<file path="src/rtl/rtc_apb_pkg.sv">
// Shared types for the RTC APB requester: FSM state encoding and the
// command/response records exchanged at the default 32-bit widths.
package rtc_apb_pkg;

    localparam int APB_ADDR_W = 32;
    localparam int APB_DATA_W = 32;

    typedef enum logic [1:0] {
        IDLE   = 2'd0,
        SETUP  = 2'd1,
        ACCESS = 2'd2,
        RESP   = 2'd3
    } apb_state_e;

    typedef struct packed {
        logic                  write;
        logic [APB_ADDR_W-1:0] addr;
        logic [APB_DATA_W-1:0] wdata;
    } apb_req_t;

    typedef struct packed {
        logic [APB_DATA_W-1:0] rdata;
        logic                  err;
        logic                  timeout;
    } apb_rsp_t;

    // Width of the ACCESS wait counter: enough to hold timeout_cycles, never below 1 bit.
    function automatic int wait_cnt_width(input int timeout_cycles);
        int w;
        w = (timeout_cycles < 1) ? 1 : $clog2(timeout_cycles + 1);
        return (w < 1) ? 1 : w;
    endfunction

endpackage

</file>
<file path="src/rtl/rtc_apb_master.sv">
// Single-outstanding APB requester: one request in, one SETUP/ACCESS
// transfer out, one response back, with an optional PREADY timeout.
module rtc_apb_master
    import rtc_apb_pkg::*;
#(
    parameter int ADDR_W         = 32,
    parameter int DATA_W         = 32,
    parameter int TIMEOUT_CYCLES = 16
) (
    input  logic              CLK_APB,
    input  logic              rstn_i,
    input  logic              req_valid_i,
    output logic              req_ready_o,
    input  logic              req_write_i,
    input  logic [ADDR_W-1:0] req_addr_i,
    input  logic [DATA_W-1:0] req_wdata_i,
    output logic              rsp_valid_o,
    input  logic              rsp_ready_i,
    output logic [DATA_W-1:0] rsp_rdata_o,
    output logic              rsp_err_o,
    output logic              rsp_timeout_o,
    output logic              PSEL,
    output logic              PENABLE,
    output logic              PWRITE,
    output logic [ADDR_W-1:0] PADDR,
    output logic [DATA_W-1:0] PWDATA,
    input  logic              PREADY,
    input  logic              PSLVERR,
    input  logic [DATA_W-1:0] PRDATA
);

    localparam int               CNT_W    = wait_cnt_width(TIMEOUT_CYCLES);
    // Counter value at which one more stalled edge exhausts the timeout.
    localparam logic [CNT_W-1:0] CNT_LAST = CNT_W'(TIMEOUT_CYCLES - 1);

    apb_state_e        state_reg, state_next;
    logic              cmd_write_reg, cmd_write_next;
    logic [ADDR_W-1:0] cmd_addr_reg, cmd_addr_next;
    logic [DATA_W-1:0] cmd_wdata_reg, cmd_wdata_next;
    logic [CNT_W-1:0]  wait_cnt_reg, wait_cnt_next;
    logic [DATA_W-1:0] rsp_rdata_reg, rsp_rdata_next;
    logic              rsp_err_reg, rsp_err_next;
    logic              rsp_timeout_reg, rsp_timeout_next;
    logic              apb_active;

    // State, command and response registers; reset drops any transfer in flight.
    always_ff @(posedge CLK_APB or negedge rstn_i) begin
        if (!rstn_i) begin
            state_reg       <= IDLE;
            cmd_write_reg   <= 1'b0;
            cmd_addr_reg    <= '0;
            cmd_wdata_reg   <= '0;
            wait_cnt_reg    <= '0;
            rsp_rdata_reg   <= '0;
            rsp_err_reg     <= 1'b0;
            rsp_timeout_reg <= 1'b0;
        end else begin
            state_reg       <= state_next;
            cmd_write_reg   <= cmd_write_next;
            cmd_addr_reg    <= cmd_addr_next;
            cmd_wdata_reg   <= cmd_wdata_next;
            wait_cnt_reg    <= wait_cnt_next;
            rsp_rdata_reg   <= rsp_rdata_next;
            rsp_err_reg     <= rsp_err_next;
            rsp_timeout_reg <= rsp_timeout_next;
        end
    end

    // Next-state logic: accept, run SETUP/ACCESS, capture the result, hand it back.
    always_comb begin
        state_next       = state_reg;
        cmd_write_next   = cmd_write_reg;
        cmd_addr_next    = cmd_addr_reg;
        cmd_wdata_next   = cmd_wdata_reg;
        wait_cnt_next    = wait_cnt_reg;
        rsp_rdata_next   = rsp_rdata_reg;
        rsp_err_next     = rsp_err_reg;
        rsp_timeout_next = rsp_timeout_reg;
        case (state_reg)
            IDLE: begin
                if (req_valid_i) begin
                    cmd_write_next = req_write_i;
                    cmd_addr_next  = req_addr_i;
                    // Reads store zero so PWDATA is zero without extra muxing later.
                    cmd_wdata_next = req_write_i ? req_wdata_i : '0;
                    wait_cnt_next  = '0;
                    state_next     = SETUP;
                end
            end
            SETUP: begin
                state_next = ACCESS;
            end
            ACCESS: begin
                // PREADY is tested first so a completion on the expiry edge wins.
                if (PREADY) begin
                    rsp_rdata_next   = (!cmd_write_reg && !PSLVERR) ? PRDATA : '0;
                    rsp_err_next     = PSLVERR;
                    rsp_timeout_next = 1'b0;
                    state_next       = RESP;
                end else begin
                    wait_cnt_next = wait_cnt_reg + 1'b1;
                    if ((TIMEOUT_CYCLES != 0) && (wait_cnt_reg == CNT_LAST)) begin
                        rsp_rdata_next   = '0;
                        rsp_err_next     = 1'b1;
                        rsp_timeout_next = 1'b1;
                        state_next       = RESP;
                    end
                end
            end
            RESP: begin
                if (rsp_ready_i) begin
                    rsp_rdata_next   = '0;
                    rsp_err_next     = 1'b0;
                    rsp_timeout_next = 1'b0;
                    state_next       = IDLE;
                end
            end
            default: begin
                state_next = IDLE;
            end
        endcase
    end

    assign apb_active    = (state_reg == SETUP) || (state_reg == ACCESS);
    assign req_ready_o   = (state_reg == IDLE);
    assign rsp_valid_o   = (state_reg == RESP);
    assign rsp_rdata_o   = rsp_rdata_reg;
    assign rsp_err_o     = rsp_err_reg;
    assign rsp_timeout_o = rsp_timeout_reg;
    assign PSEL          = apb_active;
    assign PENABLE       = (state_reg == ACCESS);
    assign PWRITE        = apb_active & cmd_write_reg;
    assign PADDR         = apb_active ? cmd_addr_reg : '0;
    assign PWDATA        = apb_active ? cmd_wdata_reg : '0;

endmodule

</file>
<file path="config.mk">
export PLATFORM = sky130hd
export DESIGN_NAME = rtc_apb_master
export DESIGN_NICKNAME = d
export VERILOG_FILES = /design/src/rtl/rtc_apb_pkg.sv /design/src/rtl/rtc_apb_master.sv
export SDC_FILE = /design/constraint.sdc
export NUM_CORES = 1
export LEC_CHECK = 0
export CAP_MARGIN = 40
export CORE_MARGIN = 2
export CORE_UTILIZATION = 40
export CTS_BUF_LIST = sky130_fd_sc_hd__clkbuf_2 sky130_fd_sc_hd__clkbuf_4 sky130_fd_sc_hd__clkbuf_8
export DETAILED_ROUTE_END_ITERATION = 8
export PLACE_DENSITY_LB_ADDON = 0.2
export SETUP_SLACK_MARGIN = 0.1
export SKIP_CTS_REPAIR_TIMING = 1
export SLEW_MARGIN = 15
export SYNTH_ARGS = -nofsm -noshare
export SYNTH_HDL_FRONTEND = slang
export SYNTH_SLANG_ARGS = --single-unit
export TNS_END_PERCENT = 10
</file>
<file path="constraint.sdc">
create_clock -name CLK_APB -period 2.4 [get_ports CLK_APB]
set_input_delay 0.24 -clock CLK_APB [delete_from_list [all_inputs] [get_ports CLK_APB]]
set_output_delay 0.24 -clock CLK_APB [all_outputs]
set_load 0.05 [all_outputs]
</file>
Word-level counts from Yosys, hierarchy flattened. Index checks and enable logic that the tools add are counted.

Register bits after elaboration: 106. Input bits: 103. Output and inout bits: 103. Logic and storage cells: 51.

$add $sub $neg: 1. Equal/unequal tests: 8. Muxes and demuxes: 22. Bitwise operators: 1. Reduce and logical (&&, ||, !) cells: 11.

Operator list (number): $mux W32 (7); $pmux W32 S2 (1); $mux W5 (2); $pmux W5 S2 (1); $reduce_and A3 Y1 (3); $mux W2 (4); $pmux W2 S4 (1); $add A5 B1 Y5 const B (1); $eq A5 B4 Y1 const B (1); $eq A2 B2 Y1 const B (2); $mux W1 (4); $ne A2 B2 Y1 const B (2); $pmux W1 S2 (2); $reduce_bool A2 Y1 (2); $ne A3 B1 Y1 const B (1); $eq A2 B1 Y1 const B (1); $logic_not A1 Y1 (2); $logic_not A2 Y1 (1); $ne A2 B1 Y1 const B (1); $reduce_and A2 Y1 (1); $and A1 B1 Y1 (1); $logic_and A1 B1 Y1 (1); $logic_or A1 B1 Y1 (1).

Logic depth before layout (Yosys ltp).
Depth in word-level cells: 5. Gate-level depth with buffers: 8. Depth with buffers taken out: 6.

Worst setup path before layout. OpenSTA, ideal clock, no wires.

Path type: flip-flop to output port. From: register state_reg[0]. To: output PADDR[31]. Arrival time: 1.946 ns. Data required time: 2.160 ns. Setup slack: 0.214 ns. Cell stages (with the launch flop): 6. Buffers on the path: 2. Path through: dfrtp_1 inv_1 ha_1 clkbuf_1 clkbuf_1 and2_1.

Longest elaborated chain between the ends: 3. Elaborated cells between the ends (all ways): 4. Classes of those cells: eq/ne (2); mux (1); reduce/logical (1).

RTL lines: start: declaration (line rtc_apb_master.sv:36) `apb_state_e state_reg, state_next;`; start signal: assignment (line rtc_apb_master.sv:58) `state_reg <= state_next;`; $eq A2 B1 Y1 or $eq A2 B2 Y1 (tied branches) (line rtc_apb_master.sv:124) `assign apb_active = (state_reg == SETUP) || (state_reg == ACCESS);`; $logic_or A1 B1 Y1 * (line rtc_apb_master.sv:124); net PSEL (line rtc_apb_master.sv:22) `output logic PSEL,`; $mux W32 * (line rtc_apb_master.sv:133) `assign PADDR = apb_active ? cmd_addr_reg : '0;`; end: declaration (line rtc_apb_master.sv:25) `output logic [ADDR_W-1:0] PADDR,`.

Mark *: on every way through the listed nets, which the timed path passes. The rest lies on a longest branch.

Worst setup path in the final report.
From: register state_reg[0]. To: output req_ready_o.

Longest elaborated chain between the ends: 1.

RTL lines: $logic_not A2 Y1 (line rtc_apb_master.sv:125) `assign req_ready_o = (state_reg == IDLE);`; end: declaration (line rtc_apb_master.sv:13) `output logic req_ready_o,`.

Every way passes these cells.

==> metrics.md <==
| Metric | Value |
|---|---|
| Outcome | `finished clean` |
| Maximum clock insertion buffer count | `2` |
| First DRT Iteration DRCs | `250` |
| Overall Power | `around 14 mW` |
| Residual DRC count | `0` |
| Placed Area | `between 7000 and 8000 sq um` |
| Total GRT Usage | `about 21%` |
| EDFF count, synth | `0` |
| Average size of a mapped cell | `a little over 10 sq um` |
| Diode count | `0` |
| Sw frac | `between 40 and 50%` |
| Clock transition at path regs | `about 0.10 ns` |
| Num CTS Buffers | `9` |
| Yosys warnings | `0` |
| DR vias/cell | `roughly 5.0` |
| Nets | `788` |
| Async S/R FF share, synth | `between 90% and 100%` |
| H-tree levels | `3` |
| Initial core utilization | `41.10%` |
| Synthesis-to-finish area growth | `62.82%` |
| Leakage | `about 3.4 nW` |
| Mapped cell area | `4937 sq um` |
| Pre-antenna DRT Iters | `4` |
| RSZ-0062 raised after global routing | `yes` |
| Hold crit path type | `in -> async` |
| Initial antenna violation count | `0` |
| Startpoint types | `flop` |
| CTS sink cnt | `about 110` |
| Vias after detailed routing | `between 4,000 and 5,000` |
| Horiz. Die Dim | `115.1 um` |
| Die area | `13,250 sq um` |
| Post-route cell area | `8039 sq um` |
| Port buffer count | `a little over 200` |
| Hold Fails Final Rpt | `0` |
| Int Power | `7.200 mW` |
| Net Sw Power | `around 6.4 mW` |
| Fin Clk Skew | `between 0.006 and 0.007 ns` |
| Final worst slack | `0.1285 ns` |
| Die H | `~120 um` |
| Cell Chain, Critical Path | `inv_1 -> ha_1 -> clkdlybuf4s50_1` |
| Final Critical Period | `2.272 ns` |
| R2r endpoint | `rsp_rdata_o[0]` |
| Cell count after synthesis | `a little under 500` |
| PD cells | `1688 nW/um^2` |
| Worst-case vdd ir drop | `0.001060 V` |
| Share of the yosys chip area belonging to registers | `between 50% and 60%` |
| DP HPWL | `roughly 9700 um` |
| Final TNS setup | `0 ns` |
| Worst R2R Setup Slack | `~0.28 ns` |
| Max_cap viols | `0` |
| Std-Cell Rows | `40` |
| Worst R2R Start | `state_reg[1]` |
| Seq pwr share | `a little over a fifth` |
| FF+latch count, synth | `~110` |
| Routed len/inst | `15.78 um` |
| Largest net degree at the start of global routing | `51` |
| Worst Path Max Fanout | `4` |
| Post-synth top flop | `dfrtp_1` |
| Post-DRT Antenna Nets | `0` |
| Synth unique cells | `30` |
| Syn_nets | `around 600` |
| Global-route wire length before repair | `around 21,000 um` |
| CP max stage delay | `0.87 ns` |
| WP data arrival | `just over 2 ns` |
| Worst path required time | `2.16 ns` |
| Final worst-path cycle share | `94.65%` |
| Drt total wl | `between 10,000 and 15,000 um` |
| Combinational power share | `between 60% and 70%` |
| CP max-delay cell | `clkdlybuf4s50_1` |
| Remaining Overflow, GRT | `0` |
| Max Freq | `roughly 440 MHz` |
| Slew headroom | `~40%` |
| # setup viols final | `0` |
| Share of cells above drive strength 1 | `roughly a fifth` |
| R2r worst-path depth | `5` |
| Vias in the first global route | `about 4,400` |
| Worst-Margin Slew | `roughly 0.9 ns` |
| GP Congestion | `around 0.8` |
| Clock Power Share | `8.7%` |
| Top Ports | `just over 200` |
| Core ar. | `~12,000 sq um` |
| Setup CP Type | `reg -> out` |
| Max-slew violation count | `0` |
| Dpl ws | `around 0.34 ns` |
| CTS tree | `done` |
| CP endpoint kind | `output port` |
| Clk Tree Root Cell | `clkbuf_8` |
| Clk_lat worst skew | `roughly 0.38 ns` |
## metrics by stage
step           utilization [%]  cells  hold slack [ns]
5_1_grt                  66.93    830           0.3404
4_1_cts                  66.82    829          -0.2272
2_1_floorplan                -    486         -0.05559
3_5_place_dp             65.06    814           0.1948
6_report                 66.93    830           0.3182
3_3_place_gp             65.06    814           0.1880
## worst max path at each step
stage                     from         endpoint  slack, ns  cells past startpoint
2_1_floorplan     state_reg[0]        PADDR[31]       0.21                      5
3_3_place_gp       rsp_ready_i  rsp_rdata_o[27]       0.44                      5
3_5_place_dp   wait_cnt_reg[0]  rsp_rdata_o[20]       0.34                      7
4_1_cts           state_reg[1]      rsp_valid_o       0.08                      3
5_1_grt           state_reg[0]      req_ready_o       0.03                      3
6_report          state_reg[0]      req_ready_o       0.13                      3
## routing by layer
layer / global-route usage (%) / routed length, um / vias to the layer above
met4: 8.032 / 249 / 0
met2: 35.61 / 6735 / 111
met3: 5.904 / 859 / 17
met1: 24.34 / 5254 / 1992
met5: 0 / 0 / -
li1: - / - / 2010
## cells in the final DEF, fill, tap and decap left out
cell / n
clkdlybuf4s50_1: 136
dfrtp_1: 106
nand2_1: 101
buf_12: 69
o21ai_0: 66
and2_1: 65
mux2_2: 35
o31ai_1: 31
buf_4: 15
clkbuf_8: 12
inv_1: 6
ha_1: 6
nand3_1: 4
a22o_1: 3
nor2b_1: 2
or4b_1: 2
mux2i_1: 2
nand2b_1: 2
o31ai_2: 2
and3_1: 1
nand2_4: 1
nand4b_1: 1
or2_2: 1
nor3b_4: 1
nor3_1: 1
or4_1: 1
o21a_1: 1
mux2i_4: 1
nor4b_4: 1
a21oi_1: 1
nor2_1: 1
a32o_1: 1
inv_6: 1
bufinv_16: 1
clkinvlp_4: 1
dlygate4sd3_1: 1
dlymetal6s2s_1: 1
## logic make-up after synthesis
family                     synth area share (%)
buffers and inverters                     4.460
muxes                                     8.591
and+or+nand+nor                           18.80
AOI/OAI and AO/OA                         12.90
DFF                                       53.73
adders and majority gates                 1.520
## power by group through the flow
stage / Sequential, mW / Clock, mW / Combinational (mW)
floorplan: 3.50 / 0 / 4.59
global placement: 2.90 / 0 / 9.43
detailed placement: 2.96 / 0 / 9.56
CTS: 2.92 / 1.22 / 9.58
global route: 3.02 / 1.29 / 9.94
finish: 2.91 / 1.18 / 9.47
## synth_stat cells, types with 2 or more instances
cell type | instances | area [sq um]
and2_1 | 65 | 406.6
o31ai_2 | 2 | 25.02
clkbuf_1 | 25 | 93.84
or4b_1 | 2 | 20.02
nand2_1 | 102 | 382.9
o31ai_1 | 31 | 232.7
a22o_1 | 3 | 26.28
mux2_2 | 35 | 394.1
buf_6 | 3 | 33.78
dfrtp_1 | 106 | 2653
nand2b_1 | 2 | 12.51
nand3_1 | 4 | 20.02
buf_4 | 4 | 30.03
ha_1 | 6 | 75.07
mux2i_1 | 3 | 30.03
inv_1 | 6 | 22.52
nor2b_1 | 2 | 12.51
o21ai_0 | 66 | 330.3
buf_2 | 8 | 40.04
## area by class of cell
class | instances | area (sq um)
fill | 930 | 3973
timing repair buffer | 222 | 2878
sequential | 106 | 2653
multi-input combinational | 334 | 2091
tap | 147 | 183.9
clock buffer | 12 | 165.2
clock inverter | 3 | 46.29
inverter | 6 | 22.52
## critical path, delay by kind of cell (launching register included)
| kind | cells | cell delay [ns] |
|---|---|---|
| flops | 1 | 0.41 |
| buf+inv | 2 | 0.97 |
| fa+ha+maj | 1 | 0.27 |
Power figures use the tool's default switching activity.
